[src/rtl/alu_pipe.sv]
// -----------------------------------------------------------------------------
// alu_pipe
//   Registered ALU stage between decode and writeback. One op per transaction
//   over valid/ready handshakes on both sides. The result register and the
//   Z/N/P/C/err flags hold steady while the consumer applies backpressure.
//
//   Optional feature macro: ALU_PIPE_MUL_EN
//     defined     : op F is an unsigned shift-add multiply, one multiplier bit
//                   per cycle for WIDTH cycles (IDLE/MUL FSM present)
//     not defined : op F completes in one cycle with data 0 and err 1
//
// Parameters
//   WIDTH     datapath width (power of 2, >= 8)
//
// Ports
//   clk        in   clock, rising edge
//   rst_n      in   asynchronous active-low reset
//   in_valid   in   op/a/b valid
//   in_ready   out  stage accepts a transaction this cycle
//   op         in   4-bit opcode
//   a, b       in   operands (b doubles as immediate / shift amount)
//   out_valid  out  result register holds an unconsumed result
//   out_ready  in   consumer takes the result this cycle
//   out_data   out  result
//   flag_z/n/p out  zero / negative / positive view of out_data
//   flag_c     out  ADD/SUB carry-out, MUL upper-half-nonzero, else 0
//   err        out  held result came from an illegal op
// -----------------------------------------------------------------------------
module alu_pipe #(
  parameter int WIDTH = 16
) (
  input  logic             clk,
  input  logic             rst_n,
  input  logic             in_valid,
  output logic             in_ready,
  input  logic [3:0]       op,
  input  logic [WIDTH-1:0] a,
  input  logic [WIDTH-1:0] b,
  output logic             out_valid,
  input  logic             out_ready,
  output logic [WIDTH-1:0] out_data,
  output logic             flag_z,
  output logic             flag_n,
  output logic             flag_p,
  output logic             flag_c,
  output logic             err
);

  localparam int SHW = $clog2(WIDTH);

  logic             accept;
  logic [SHW-1:0]   amt;
  logic [WIDTH:0]   add_full;
  logic [WIDTH:0]   sub_full;
  logic [2*WIDTH-1:0] rol_full;
  logic [2*WIDTH-1:0] ror_full;
  logic [WIDTH-1:0] btr;

  logic [WIDTH-1:0] alu_res;
  logic             alu_c;
  logic             alu_err;

  // Value presented to the result register this cycle
  logic             ld_en;
  logic [WIDTH-1:0] ld_data;
  logic             ld_c;
  logic             ld_err;
  logic             ld_zero;

  assign amt      = b[SHW-1:0];
  assign add_full = {1'b0, a} + {1'b0, b};
  // No-borrow carry: a + ~b + 1 sets bit WIDTH when a >= b unsigned
  assign sub_full = {1'b0, a} + {1'b0, ~b} + (WIDTH+1)'(1);
  // Rotates via a doubled operand so amount 0 naturally returns a
  assign rol_full = {a, a} << amt;
  assign ror_full = {a, a} >> amt;

  genvar gi;
  generate
    for (gi = 0; gi < WIDTH; gi++) begin : g_btr
      assign btr[gi] = a[WIDTH-1-gi];
    end
  endgenerate

  always_comb begin
    alu_res = '0;
    alu_c   = 1'b0;
    alu_err = 1'b0;
    case (op)
      4'h0: begin alu_res = add_full[WIDTH-1:0]; alu_c = add_full[WIDTH]; end
      4'h1: begin alu_res = sub_full[WIDTH-1:0]; alu_c = sub_full[WIDTH]; end
      4'h2: alu_res = a ^ b;
      4'h3: alu_res = a & ~b;
      4'h4: alu_res = rol_full[2*WIDTH-1:WIDTH];
      4'h5: alu_res = a << amt;
      4'h6: alu_res = ror_full[WIDTH-1:0];
      4'h7: alu_res = a >> amt;
      4'h8: alu_res = {{(WIDTH-1){1'b0}}, (a == b)};
      4'h9: alu_res = {{(WIDTH-1){1'b0}}, ($signed(a) < $signed(b))};
      4'hA: alu_res = {{(WIDTH-1){1'b0}}, ($signed(a) <= $signed(b))};
      4'hB: alu_res = {{(WIDTH-1){1'b0}}, add_full[WIDTH]};
      4'hC: alu_res = btr;
      4'hD: alu_res = b;
      4'hE: alu_res = (a << (WIDTH/2)) | {{(WIDTH/2){1'b0}}, b[WIDTH/2-1:0]};
      // Op F reaches this path only when the multiplier is absent
      4'hF: alu_err = 1'b1;
      default: alu_err = 1'b1;
    endcase
  end

`ifdef ALU_PIPE_MUL_EN
  typedef enum logic {ST_IDLE, ST_MUL} state_t;

  localparam logic [SHW-1:0] CNT_LAST = SHW'(WIDTH-1);

  state_t             state_reg;
  logic [SHW-1:0]     cnt_reg;
  logic [2*WIDTH-1:0] mcand_reg;   // multiplicand, shifted left each cycle
  logic [WIDTH-1:0]   mplier_reg;  // multiplier, LSB is the current bit
  logic [2*WIDTH-1:0] acc_reg;
  logic [2*WIDTH-1:0] prod_next;

  assign in_ready  = (state_reg == ST_IDLE) & (~out_valid | out_ready);
  assign prod_next = acc_reg + (mplier_reg[0] ? mcand_reg : '0);

  always_comb begin
    ld_en   = 1'b0;
    ld_data = alu_res;
    ld_c    = alu_c;
    ld_err  = alu_err;
    if (state_reg == ST_MUL && cnt_reg == CNT_LAST) begin
      ld_en   = 1'b1;
      ld_data = prod_next[WIDTH-1:0];
      ld_c    = |prod_next[2*WIDTH-1:WIDTH];
      ld_err  = 1'b0;
    end else if (accept && op != 4'hF) begin
      ld_en = 1'b1;
    end
  end
`else
  assign in_ready = ~out_valid | out_ready;

  always_comb begin
    ld_en   = accept;
    ld_data = alu_res;
    ld_c    = alu_c;
    ld_err  = alu_err;
  end
`endif

  assign accept  = in_valid & in_ready;
  assign ld_zero = (ld_data == '0);

  always_ff @(posedge clk or negedge rst_n) begin
    if (!rst_n) begin
      out_valid  <= 1'b0;
      out_data   <= '0;
      flag_z     <= 1'b1;
      flag_n     <= 1'b0;
      flag_p     <= 1'b0;
      flag_c     <= 1'b0;
      err        <= 1'b0;
`ifdef ALU_PIPE_MUL_EN
      state_reg  <= ST_IDLE;
      cnt_reg    <= '0;
      mcand_reg  <= '0;
      mplier_reg <= '0;
      acc_reg    <= '0;
`endif
    end else begin
      if (ld_en) begin
        out_valid <= 1'b1;
        out_data  <= ld_data;
        flag_z    <= ld_zero;
        flag_n    <= ld_data[WIDTH-1] & ~ld_zero;
        flag_p    <= ~ld_data[WIDTH-1] & ~ld_zero;
        flag_c    <= ld_c;
        err       <= ld_err;
      end else if (out_ready) begin
        // Covers plain consumption and the MUL entry edge
        out_valid <= 1'b0;
      end

`ifdef ALU_PIPE_MUL_EN
      case (state_reg)
        ST_IDLE: begin
          if (accept && op == 4'hF) begin
            state_reg  <= ST_MUL;
            cnt_reg    <= '0;
            mcand_reg  <= {{WIDTH{1'b0}}, a};
            mplier_reg <= b;
            acc_reg    <= '0;
          end
        end
        ST_MUL: begin
          acc_reg    <= prod_next;
          mcand_reg  <= mcand_reg << 1;
          mplier_reg <= mplier_reg >> 1;
          if (cnt_reg == CNT_LAST) begin
            state_reg <= ST_IDLE;
            cnt_reg   <= '0;
          end else begin
            cnt_reg <= cnt_reg + SHW'(1);
          end
        end
        default: state_reg <= ST_IDLE;
      endcase
`endif
    end
  end

endmodule

[config.mk]
export PLATFORM = sky130hd
export DESIGN_NAME = alu_pipe
export DESIGN_NICKNAME = d
export VERILOG_FILES = /design/src/rtl/alu_pipe.sv
export SDC_FILE = /design/constraint.sdc
export NUM_CORES = 1
export LEC_CHECK = 0
export ABC_AREA = 1
export ABC_CLOCK_PERIOD_IN_PS = 900
export CAP_MARGIN = 20
export CORE_MARGIN = 3
export CORE_UTILIZATION = 54
export CTS_CLUSTER_SIZE = 30
export DETAILED_ROUTE_END_ITERATION = 6
export GPL_TIMING_DRIVEN = 0
export PLACE_DENSITY = 0.8
export SKIP_LAST_GASP = 1
export SLEW_MARGIN = 20
export SYNTH_ARGS = -nofsm -noshare
export SYNTH_HDL_FRONTEND = slang
export SYNTH_SLANG_ARGS = --single-unit
export TNS_END_PERCENT = 1
[constraint.sdc]
create_clock -name clk -period 0.9 [get_ports clk]
set_input_delay 0.18 -clock clk [delete_from_list [all_inputs] [get_ports clk]]
set_output_delay 0.18 -clock clk [all_outputs]
set_load 0.02 [all_outputs]
# Word level (Yosys, flattened, before mapping)
# Index checks and enable logic that the tools add are counted.
dict set report classes {
  addsub 3
  order_cmp 2
  eq_ne 16
  n_shift 4
  n_mux 5
  n_bitwise 11
  n_reduce_logical 3
}
# operator count
set op_table {}
lappend op_table {{one-hot mux 16 bit (15 select lines)} 1}
lappend op_table {{adder 16 x 16 -> 17 bit} 2}
lappend op_table {{equality test 4 bit, second input constant} 8}
lappend op_table {{<< shifter 32 x 4 -> 32 bit} 1}
lappend op_table {{>> shifter 32 x 4 -> 16 bit} 1}
lappend op_table {{adder 17 x 1 -> 17 bit, second input constant} 1}
lappend op_table {{bitwise AND 16 bit} 1}
lappend op_table {{equality test 16 bit} 1}
lappend op_table {{equality test 4 x 3 -> 1 bit, second input constant} 4}
lappend op_table {{less-or-equal comparator 16 bit} 1}
lappend op_table {{logical NOT 16 bit} 1}
lappend op_table {{< comparator 16 bit} 1}
lappend op_table {{NOT 16 bit} 1}
lappend op_table {{OR 16 x 8 -> 16 bit} 1}
lappend op_table {{<< shifter 16 x 4 -> 16 bit} 1}
lappend op_table {{>> shifter 16 x 4 -> 16 bit} 1}
lappend op_table {{XOR 16 bit} 1}
lappend op_table {{equality test 4 x 2 -> 1 bit, second input constant} 2}
lappend op_table {{equality test 4 x 1 -> 1 bit, second input constant} 1}
lappend op_table {{logical NOT 4 bit} 1}
lappend op_table {{bitwise AND 1 bit} 3}
lappend op_table {{2-to-1 mux 1 bit} 3}
lappend op_table {{NOT 1 bit} 3}
lappend op_table {{one-hot mux 1 bit (2 select lines)} 1}
lappend op_table {{other kinds (2)} 2}
dict set report word_totals {
  regBits 22
  in_bits 40
  output_inout_bits 23
  elab_cells 51
}

# Depth between registers and ports, before layout
dict set report depth {
  depth_word 7
  depth_mapped 23
}

# Worst setup path after synthesis
# OpenSTA, ideal clock, no wires.
dict set report synth_path {
  kind {input to register}
  from {input b[2]}
  to {register flag_p}
  t_arrival_ps 2267
  path_slack_ps -1483
  cell_stages 23
  path_buffers 4
  path_cell_list {buf_2 > inv_1 > buf_4 > buf_2 > ha_1 > buf_4 > nand2_1 > inv_1 > nand2_1 > nand2_1 > nand2_1 > nand2_1 > nand2_1 > nand2_1 > nand2_1 > nand3_1 > inv_1 > nor3_1 > nand2_1 > nor2_1 > nand3_1 > nand2_1 > nand2_1}
}
dict set report synth_between {
  elab_chain_len 7
  elab_cells_between_ends 19
  cone_classes {add/sub: 3; order compare: 2; eq/ne: 1; shift: 4; mux: 1; bitwise: 7; reduce/logical: 1}
}
# element line_no
set synth_rtl {}
lappend synth_rtl {{from (decl)} 38} ;# input logic [WIDTH-1:0] b,
lappend synth_rtl {{NOT 16 bit} {73, 93}}
lappend synth_rtl {{adder 16 x 16 -> 17 bit} 73} ;# assign sub_full = {1'b0, a} + {1'b0, ~b} + (WIDTH+1)'(1);
lappend synth_rtl {{adder 17 x 1 -> 17 bit} 73}
lappend synth_rtl {{one-hot mux 16 bit (15 select lines) *} 89} ;# case (op)
lappend synth_rtl {{logical NOT 16 bit} 152} ;# assign ld_zero = (ld_data == '0);
lappend synth_rtl {{NOT 1 bit} 176} ;# flag_p <= ~ld_data[WIDTH-1] & ~ld_zero;
lappend synth_rtl {{bitwise AND 1 bit *} 176}
lappend synth_rtl {{to (signal assigned)} 176}
lappend synth_rtl {{to (decl)} 44} ;# output logic flag_p,
# Every way passes the cells marked *; elsewhere a longest branch is shown, timed or not.
# A chain may end at the register's enable or synchronous reset.

# Worst setup path in the final report
dict set report layout_path {
  from {input a[4]}
  to {register flag_p}
}
dict set report layout_between {
  elab_chain_len 6
  elab_cells_between_ends 18
  cone_classes {add/sub: 3; order compare: 2; eq/ne: 1; shift: 4; mux: 1; bitwise: 6; reduce/logical: 1}
}
# element line_no
set layout_rtl {}
lappend layout_rtl {{from (decl)} 37} ;# input logic [WIDTH-1:0] a,
lappend layout_rtl {{adder 16 x 16 -> 17 bit} 73}
lappend layout_rtl {{adder 17 x 1 -> 17 bit} 73}
lappend layout_rtl {{one-hot mux 16 bit (15 select lines) *} 89}
lappend layout_rtl {{logical NOT 16 bit} 152}
lappend layout_rtl {{NOT 1 bit} 176}
lappend layout_rtl {{bitwise AND 1 bit *} 176}
# Marked as above.

==> reports/metrics.yaml <==
finalHoldViolations: 0
grt_pass1_vias: 7915
place.gp.congestion: 1.04
vias: 8822
critPathRequiredTime_ns: 1.06
synth_fp_nets: 1232
maxCapViolCount: 0
finalSetupTns_ns: -37.41
slowest_stage: "ha_4"
drt_wl_total_um: 27700
synthToLayoutAreaGrowth_pct: 33.9
finalNetCount: 1345
cellInternalPower_mw: 3.70
slew_headroom_pct: 34.9
vias_per_cell: 6.28
ctsHoldBuffers: 0
grt_max_degree: 23
htreeDepth: 1
clock-root-buffer: "clkbuf_8"
crit_end: "flag_p"
clk_latency_ns: 0.26
r2r.worst_path.cells: 6
place.port_buffers: 62
antenna_found_initial: 0
cts_buffer_depth: 2
num_io_pins: 63
core_area_mm2: 0.0105
avgRoutedWirePerCell_um: 19.7
crit_chain: "clkdlybuf4s15_2, ha_4, inv_4, nand2_1, nand2_2, nand2_2, nand2_2, buf_4, nand2_2, nand4_1, nand3_1, nand2_2, inv_1, nand2_1, nor2_2, nand2_1, nor2_1, nand3_1, nand2_1, nand2_1"
seq_power_share_pct: 16.7
violations: "negative setup slack"
setup_violations: 67
peakVddDrop_v: 0.00105
timing.final.crit_share_pct: 250
die_x_um: 110
drc: 0
status: "finished with violations"
switching_share_pct: 50.4
cts_sinks: 22
crit_arrival_ns: 2.41
dieArea_mm2: 0.0122
tightest_slew_ns: 0.973
syn_area_mm2: 0.00587
switching_power_mw: 3.76
power_frac_comb_pct: 70.8
start_kind: "input pin"
worstHoldPathType: "input pin to asynchronous set/reset pin"
final_common_cell: "nand2_1"
criticalPathCategory: "input pin to flip-flop"
cpPeakStageDelay_ns: 0.40
final_cell_mix: "nand2_1 (368), nand3_1 (221), inv_1 (98)"
cts_buffers: 3
slew_viol_final: 0
cts_tree: "yes"
fmax_ghz: 0.445
p_total_mw: 7.46
num_rows: 37
ys_seq_area_share_pct: 9.40
grt_util_all_layers_pct: 44.7
ys_ff_latch: 22
power_density_mw_per_mm2: 949
clk_pin_slew_worst_paths_ns: 0.08
place.detailed.hpwl_um: 20700
r2r_start: "out_valid"
cellLeakagePower_nw: 4.13
path_max_fanout: 7
ff2ff_setup_slack_ns: -0.44
start_util_pct: 56.1
ys_warn_count: 0
end_kind: "flip-flop"
synthCells: 1157
rsz0062_at_grt: "yes"
syn_area_per_cell_um2: 5.07
period_needed_ns: 2.25
pwr-share-clk_pct: 12.5
drt-pass1-iter-count: 7
grt.overflow.total: 0
startpoint: "a[4]"
grt_pass1_wl_um: 41700
fin_worst_skew_ns: 0.00112
drt_iter0_markers: 1470
r2r-end: "flag_p"
diodes: 0
layout_setup_ws_ns: -1.35
synth_cell_type_count: 41
drtAntennaViolNets: 0
die-height_um: 110
holdWs_ns: 0.448
drive_above_1_share_pct: 25.0
[cell type report]
type	instances	area [um2]
Sequential cell	22	552
Buffer	46	399
Clock buffer	3	41.3
Inverter	136	561
Timing Repair Buffer	109	925
Fill cell	877	2600
Multi-Input combinational cell	952	5180
Tap cell	136	170
Clock inverter	1	30.0
[how the worst min path moves through the flow]
stage	from	end	slack (ns)	cells past startpoint
5_1_grt	flag_p	flag_p	0.50	2
3_5_place_dp	out_data[6]	out_data[6]	0.47	2
6_report	rst_n	flag_n	0.45	1
3_3_place_gp	flag_z	flag_z	0.46	2
2_1_floorplan	rst_n	err	-0.12	0
4_1_cts	rst_n	flag_n	0.47	1
[power by group through the flow]
stage                     registers, mW  clock network, mW  logic [mW]
final                              1.24              0.934        5.28
after global routing               1.26              0.954        5.66
after global placement             1.25                  0        4.08
after CTS                          1.24              0.907        4.87
after detailed placement           1.25                  0        4.13
after floorplan                    1.46                  0        2.46
[per-stage QoR]
stage | setup WS, ns | utilization (%) | area (um2) | cells
after floorplan | -1.23 | - | 5920 | 1157
after global placement | -2.56 | 64.2 | 6720 | 1355
after detailed placement | -2.60 | 64.2 | 6720 | 1355
after CTS | -1.29 | 73.4 | 7670 | 1396
after global routing | -1.56 | 75.1 | 7860 | 1405
final | -1.35 | 75.1 | 7860 | 1405
[synthesized netlist by cell type (all sizes together)]
cell type / n / area share (%)
dfrtp: 21 / 9.0
buf: 39 / 4.0
nand3: 246 / 21
clkbuf: 8 / 0.51
dfstp: 1 / 0.45
o21ai: 25 / 2.1
a22oi: 1 / 0.13
nor3: 16 / 1.6
nor2: 116 / 7.8
ha: 33 / 7.0
fa: 2 / 0.68
nor4: 2 / 0.21
and3: 1 / 0.11
nand4: 15 / 1.6
o22ai: 7 / 0.75
and2: 1 / 0.11
o31ai: 1 / 0.13
inv: 134 / 8.7
a31oi: 2 / 0.21
or2: 2 / 0.21
a21oi: 27 / 2.3
nand3b: 2 / 0.26
o211ai: 13 / 1.7
nand2: 434 / 28
a221oi: 1 / 0.15
clkinv: 2 / 0.15
o21bai: 4 / 0.51
o221ai: 1 / 0.15
[critical path: cells and delay by family]
kind | cells | cell delay [ns]
buffers and inverters | 4 | 0.57
and+or+nand+nor | 15 | 1.23
adders and majority gates | 1 | 0.40
[cell families after synthesis]
group / after synthesis / share of synthesized area [%]
AOI/OAI and AO/OA: 82 / 8.12
adders and majority gates: 35 / 7.72
buffers and inverters: 183 / 13.4
DFF: 22 / 9.40
and+or+nand+nor: 835 / 61.4
[sequential cells by signal, indices dropped and copies added (netlist names)]
register and flops:
flag_z 1, err 1, flag_p 1, flag_c 1, out_valid 1, flag_n 1, out_data 16
[timing repair]
action | CTS | global route
gates cloned | 2 | 0
setup buffers | 36 | 9
pin swaps | 53 | 38
resized for setup | 291 | 64
setup endpoints to repair | 67 | 67
[per-layer routing]
metal	part of all wire, %	routed length (um)	up-vias	GRT usage (%)
li1	-	-	3990	-
met1	38	10400	3977	58.1
met2	42	11700	686	68.2
met3	14	3950	169	13.1
met4	6.0	1660	0	20.2
met5	0	0	-	0
No activity file was read; power rests on OpenSTA's default activity.
